File: src/rtl/fft_fifo_rd_pkg.sv
// Shared types and defaults for the FFT->HDMI FIFO frame reader.
//   rd_state_e      : reader FSM states
//   DATA_WIDTH_DEF  : default magnitude word width
//   BIN_W_DEF       : default bin index width
//   SKID_DEPTH      : output skid buffer depth (credit limit for FIFO pops)
package fft_fifo_rd_pkg;
  typedef enum logic [1:0] {IDLE, WAIT_LVL, BURST, DRAIN} rd_state_e;

  localparam int DATA_WIDTH_DEF = 16;
  localparam int BIN_W_DEF      = 10;
  localparam int SKID_DEPTH     = 2;
endpackage

File: src/rtl/fft_rd_skid_buf.sv
// Two-entry valid/ready buffer between the FIFO read port and the stream output.
// Ports:
//   clk_tb, tb_rst      : clock, async active-high reset
//   in_valid, in_data   : captured FIFO word (no ready; the producer holds credits)
//   out_valid, out_data : head entry, held stable until out_ready
//   out_ready           : consumer ready
//   count               : occupancy 0..2, used by the producer's credit check
module fft_rd_skid_buf
  import fft_fifo_rd_pkg::*;
#(
  parameter int W = 27
) (
  input  logic         clk_tb,
  input  logic         tb_rst,
  input  logic         in_valid,
  input  logic [W-1:0] in_data,
  output logic         out_valid,
  output logic [W-1:0] out_data,
  input  logic         out_ready,
  output logic [1:0]   count
);
  logic [SKID_DEPTH-1:0][W-1:0] mem;
  // One-bit pointers: depth is fixed at two entries.
  logic rd_ptr, wr_ptr;
  logic pop;

  assign out_valid = (count != 2'd0);
  assign out_data  = mem[rd_ptr];
  assign pop       = out_valid & out_ready;

  always_ff @(posedge clk_tb or posedge tb_rst) begin
    if (tb_rst) begin
      mem    <= '0;
      rd_ptr <= 1'b0;
      wr_ptr <= 1'b0;
      count  <= 2'd0;
    end else begin
      if (in_valid) begin
        mem[wr_ptr] <= in_data;
        wr_ptr      <= ~wr_ptr;
      end
      if (pop) rd_ptr <= ~rd_ptr;
      // Push and pop in the same cycle leave the occupancy unchanged.
      case ({in_valid, pop})
        2'b10:   count <= count + 2'd1;
        2'b01:   count <= count - 2'd1;
        default: count <= count;
      endcase
    end
  end
endmodule

File: src/rtl/fft_fifo_frame_reader.sv
// Read-side controller for the FFT->HDMI async FIFO. Waits until a whole frame is
// buffered, pops FRAME_LEN words and streams them out tagged with their bin index.
// Ports:
//   clk_tb, tb_rst          : read-domain clock, async active-high reset
//   frame_req               : pulse from renderer, honoured only in IDLE
//   fifo_rd_data/_empty/_rd_water_level, fifo_rd_en : FIFO read port
//   m_data, m_bin, m_valid, m_last, m_ready         : output stream
//   busy, frame_done, underrun_err                  : status
// Optional feature (macro FFT_PEAK_TRACK_EN): peak_mag, peak_bin, peak_valid report
// the largest non-DC magnitude of the frame (lowest bin wins ties).
module fft_fifo_frame_reader
  import fft_fifo_rd_pkg::*;
#(
  parameter int DATA_WIDTH = DATA_WIDTH_DEF,
  parameter int ADDR_WIDTH = 10,
  parameter int FRAME_LEN  = 1024,
  parameter int BIN_W      = BIN_W_DEF
) (
  input  logic                  clk_tb,
  input  logic                  tb_rst,
  input  logic                  frame_req,
  input  logic [DATA_WIDTH-1:0] fifo_rd_data,
  input  logic                  fifo_empty,
  input  logic [ADDR_WIDTH:0]   fifo_rd_water_level,
  output logic                  fifo_rd_en,
  output logic [DATA_WIDTH-1:0] m_data,
  output logic [BIN_W-1:0]      m_bin,
  output logic                  m_valid,
  output logic                  m_last,
  input  logic                  m_ready,
`ifdef FFT_PEAK_TRACK_EN
  output logic [DATA_WIDTH-1:0] peak_mag,
  output logic [BIN_W-1:0]      peak_bin,
  output logic                  peak_valid,
`endif
  output logic                  busy,
  output logic                  frame_done,
  output logic                  underrun_err
);
  localparam int                SKID_W    = DATA_WIDTH + BIN_W + 1;
  localparam logic [ADDR_WIDTH:0] FRAME_LVL = (ADDR_WIDTH+1)'(FRAME_LEN);
  localparam logic [BIN_W:0]    POPS_FULL = (BIN_W+1)'(FRAME_LEN);
  localparam logic [BIN_W-1:0]  LAST_BIN  = BIN_W'(FRAME_LEN - 1);

  rd_state_e         state_q, state_d;
  logic [BIN_W:0]    pops_q;
  logic              inflight_q;
  logic [BIN_W-1:0]  cap_bin_q;
  logic              underrun_q, frame_done_q;
  logic [1:0]        skid_cnt;
  logic [2:0]        credit_used;
  logic [SKID_W-1:0] skid_out;
  logic              rd_en, beat, frame_start;

  assign frame_start = (state_q == IDLE) & frame_req;
  assign beat        = m_valid & m_ready;
  // Words in the buffer plus the one on its way from the FIFO must leave room.
  assign credit_used = {1'b0, skid_cnt} + {2'b0, inflight_q};

  always_comb begin
    state_d = state_q;
    rd_en   = (state_q == BURST) & ~fifo_empty & (pops_q < POPS_FULL) & (credit_used < 3'd2);
    case (state_q)
      IDLE:     if (frame_req) state_d = WAIT_LVL;
      WAIT_LVL: if (fifo_rd_water_level >= FRAME_LVL) state_d = BURST;
      BURST:    if (rd_en && (pops_q == POPS_FULL - 1'b1)) state_d = DRAIN;
      DRAIN:    if (beat && m_last) state_d = IDLE;
      default:  state_d = IDLE;
    endcase
  end

  always_ff @(posedge clk_tb or posedge tb_rst) begin
    if (tb_rst) begin
      state_q      <= IDLE;
      pops_q       <= '0;
      inflight_q   <= 1'b0;
      cap_bin_q    <= '0;
      underrun_q   <= 1'b0;
      frame_done_q <= 1'b0;
    end else begin
      state_q      <= state_d;
      inflight_q   <= rd_en;
      frame_done_q <= beat & m_last;
      if (frame_start) begin
        pops_q     <= '0;
        cap_bin_q  <= '0;
        underrun_q <= 1'b0;
      end else begin
        if (rd_en) pops_q <= pops_q + 1'b1;
        // Bin is assigned at capture; capture order equals output order.
        if (inflight_q) cap_bin_q <= (cap_bin_q == LAST_BIN) ? '0 : cap_bin_q + 1'b1;
        if (state_q == BURST && pops_q < POPS_FULL && fifo_empty) underrun_q <= 1'b1;
      end
    end
  end

  fft_rd_skid_buf #(.W(SKID_W)) u_skid (
    .clk_tb    (clk_tb),
    .tb_rst    (tb_rst),
    .in_valid  (inflight_q),
    .in_data   ({cap_bin_q == LAST_BIN, cap_bin_q, fifo_rd_data}),
    .out_valid (m_valid),
    .out_data  (skid_out),
    .out_ready (m_ready),
    .count     (skid_cnt)
  );

  assign {m_last, m_bin, m_data} = skid_out;
  assign fifo_rd_en   = rd_en;
  assign busy         = (state_q != IDLE);
  assign frame_done   = frame_done_q;
  assign underrun_err = underrun_q;

`ifdef FFT_PEAK_TRACK_EN
  // DC bin is excluded; strict compare keeps the lowest bin on ties.
  always_ff @(posedge clk_tb or posedge tb_rst) begin
    if (tb_rst) begin
      peak_mag <= '0;
      peak_bin <= '0;
    end else if (frame_start) begin
      peak_mag <= '0;
      peak_bin <= '0;
    end else if (beat && (m_bin != '0) && (m_data > peak_mag)) begin
      peak_mag <= m_data;
      peak_bin <= m_bin;
    end
  end
  assign peak_valid = frame_done_q;
`endif
endmodule
File: config.mk
export PLATFORM = sky130hd
export DESIGN_NAME = fft_fifo_frame_reader
export DESIGN_NICKNAME = d
export VERILOG_FILES = /design/src/rtl/fft_fifo_rd_pkg.sv /design/src/rtl/fft_rd_skid_buf.sv /design/src/rtl/fft_fifo_frame_reader.sv
export SDC_FILE = /design/constraint.sdc
export NUM_CORES = 1
export LEC_CHECK = 0
export CAP_MARGIN = 20
export CORE_MARGIN = 2
export CORE_UTILIZATION = 48
export CTS_CLUSTER_SIZE = 40
export DETAILED_ROUTE_END_ITERATION = 10
export PLACE_DENSITY_LB_ADDON = 0.25
export SYNTH_ARGS = -nofsm -noshare
export SYNTH_HDL_FRONTEND = slang
export SYNTH_SLANG_ARGS = --single-unit
File: constraint.sdc
create_clock -name clk_tb -period 2.6 [get_ports clk_tb]
set_input_delay 0.39 -clock clk_tb [delete_from_list [all_inputs] [get_ports clk_tb]]
set_output_delay 0.39 -clock clk_tb [all_outputs]
set_load 0.02 [all_outputs]
==> run summary <==
The utilization of the core after routing is 0.614. The xor/xnor share of the synthesized area is 0.0434. After synthesis, the largest family of logic cells by area is simple AND/OR/NAND/NOR gates. The synthesized cell area is 3840 um2. The initial core utilization is 0.496.

The leakage dissipation is 2.21 nW. The synthesized netlist cell count is 356. The post-route setup TNS came out at 0 ns. The standard cell core area came out at 7730 um2. The predominant post-synthesis flop cell is dfrtp_1. The placed instance area came out at 4510 um2.

The worst setup path is captured at a primary output. Of all flip-flops after synthesis, the portion carrying an async set or reset was 1.00. TritonCTS built the clock tree. The longest clock path from root to sink contains 2 buffers. The post-synthesis net count is 395. The total clock sinks is 84.

The simple-gate portion of the synthesized area is 0.163. Of the total synthesized cell area, the portion taken by full adders, half adders and majority gates is 0.0228. In this run the count of I/O pins placed on the die edge is 64. Setup repair after global routing left no endpoint under its margin. The number of placement rows came out at 32. The ratio of cells with drive above 1 in the final layout came out at 0.200. Measured against the total synthesized area, the mux share comes to 0.158. Leaving out fill and tap cells, the most frequent cells in the layout are 93 x nand2_1, 84 x dfrtp_1, 52 x mux2_2, 52 x clkdlybuf4s50_1, 21 x nor2_1. The final weighted congestion in routability-driven placement is 0.766. The power per cell area came out at 1080 nW/um2. The number of failing hold endpoints at the final stage is 0.

The final-report setup violation count is 0. The number of H-tree levels is 3. For this block, the via count after detailed routing is 2,664. The critical path in this run is classified as reg2out. The number of inserted diodes is 0. Across every metal layer, demand over resource in global routing totals 0.184. The initial antenna violation count is 0.

The area enclosed by the die boundary came out at 8720 um2. The synthesized-area fraction occupied by ao, oa, aoi and oai cells is 0.0375. The number of DRC violations after detailed-routing iteration 0 is 114.

The vertical die dimension is 93.4 um. Clock tree synthesis selected as its root buffer the cell clkbuf_8. The total of flip-flops plus latches after synthesis is 84. The horizontal die dimension came out at 93.4 um. STA classifies the critical path startpoint as a register. The detailed-routing iteration count for the pre-antenna-repair pass is 4. The sequential fraction of the synthesis area is 0.548.

In the finished design, the share of the clock period the worst path needs comes to 0.945. The first-pass GRT wire length is 12.6 mm. The final worst-path setup slack is 0.143 ns. The via density per instance is 5.11. The total wire length after detailed routing came out at 7.40 mm. The run finished with clean final reports. Of all nets on the critical path, the largest fanout is 14.

The transition at the pin with the smallest max-transition slack came out at 0.601 ns. The largest net degree at the start of global routing came out at 85. The CTS clock-pin slew for the worst setup and hold paths came out at 0.09 ns.

The maximum ir drop on the vdd rail is 0.468 mV. STA puts the critical path data arrival time at 2.07 ns. The tightest min-delay check is of the in2async type. Measured against its own limit, the worst slew margin works out to 0.595. The synthesis warning total came out at 0. In this run, synthesis inferred 0 flip-flops with an integrated enable. The design draws 5.12 mW.

At the placement stage, the worst setup path has a slack of 0.202 ns. On the final layout, the worst hold slack is 0.438 ns. The post-synthesis to final-layout area growth is 23.7%. The average cell area after synthesis came out at 10.8 um2. The final-report max-slew violation count is 0. In this run, post-CTS hold repair placed 0 buffers.

The clock period minus final worst setup slack came out at 2.46 ns. In this run the remaining antenna-violating nets after routing total 0. The total of buffers placed on input and output ports is 53. The area of all placed cells without fillers is 4750 um2.

The via count of the first global-routing pass came to 2,674. The critical path data required time is 2.21 ns. Leaving out fill and tap cells, the most frequent cell in the layout is nand2_1. The detailed placer's ending HPWL came out at 4.83 mm. The number of maximum-capacitance violations is 0. The number of buffers inserted during clock tree synthesis is 9. The setup skew after layout came out at 0.00967 ns. The final standard cell count with taps included and fillers excluded came out at 521. The final global-route overflow total is 0. The maximum achievable frequency came out at 407 MHz.

The clock latency on the worst-skew pair is 0.36 ns. After detailed placement, the design holds a cell count of 505. The netlist uses 35 different library cells.

In the final routed layout, each cell accounts on average for 14.2 um. The final routed DRC violation total came out at 0. After the last flow step, the layout net total stands at 453.
registers in the layout (all words and copies together) (netlist names):
name           cells
u_skid.mem        54
pops_q            11
cap_bin_q         10
state_q            2
u_skid.count       2
frame_done         1
inflight_q         1
u_skid.rd_ptr      1
u_skid.wr_ptr      1
underrun_err       1
cells by family after synthesis:
| group | Yosys count |
|---|---|
| adders and majority gates | 7 |
| AOI/OAI and AO/OA | 23 |
| and+or+nand+nor | 143 |
| muxes | 54 |
| buffers and inverters | 26 |
| DFF | 84 |
| xor gates and xnor gates | 19 |
routing by layer:
layer / GRT usage / wire, um / up-vias / share of wire
met2: 0.294 / 3460 / 48 / 0.47
met4: 0.0784 / 127 / 0 / 0.017
met3: 0.0298 / 291 / 11 / 0.039
li1: - / - / 1297 / -
met5: 0 / 0 / - / 0
met1: 0.251 / 3510 / 1308 / 0.47
synthesized netlist by cell type (4+ instances only):
cell      instances  share of area
mux2_2           52           0.15
o21ai_0           8          0.010
nand4_1           4         0.0065
xnor2_1          11          0.025
dfrtp_1          84           0.55
a21oi_1           7         0.0091
xor2_1            8          0.018
nand3_1           7         0.0091
clkbuf_1          8         0.0078
inv_1            12          0.012
ha_1              7          0.023
nand2_1          93          0.091
buf_2             4         0.0052
nor2_1           22          0.022
area by class of cell:
cell class | count | area, um2
fillers | 636 | 2980
flip-flops and latches | 84 | 2100
multi-input cells | 246 | 1630
repair buffers | 61 | 602
clock buffers | 11 | 151
well taps | 102 | 128
clock inverters | 5 | 82.6
inverters | 12 | 46.3
where the power goes:
part           switching [mW]  total [mW]  internal (mW)
combinational           0.983        2.06           1.08
clock                   0.476        1.07          0.597
sequential              0.270        1.98           1.71
path summary, 6_finish.rpt:
kind,from,endpoint,slack (ns),cells past startpoint
worst max-delay path,u_skid.rd_ptr,m_data[10],0.14,3
worst min-delay path,tb_rst,u_skid.mem[7],0.44,3
worst max register to register,state_q[0],state_q[1],0.34,8
worst min register to register,u_skid.mem[21],u_skid.mem[21],0.47,2
max in group asynchronous,tb_rst,cap_bin_q[2],1.82,3
min in group clk_tb,u_skid.mem[21],u_skid.mem[21],0.47,2
critical path, stage by stage (launching register included):
cell	delay (ns)
dfrtp_1	0.50
buf_4	0.30
mux2_2	0.37
clkdlybuf4s50_1	0.54
what timing repair did:
action / 4_1_cts / 5_1_grt
buffers inserted: 0 / 0
endpoints found under the setup margin: 1 / 0
resized for setup: 1 / 0
(Power assumes the default switching activity.)
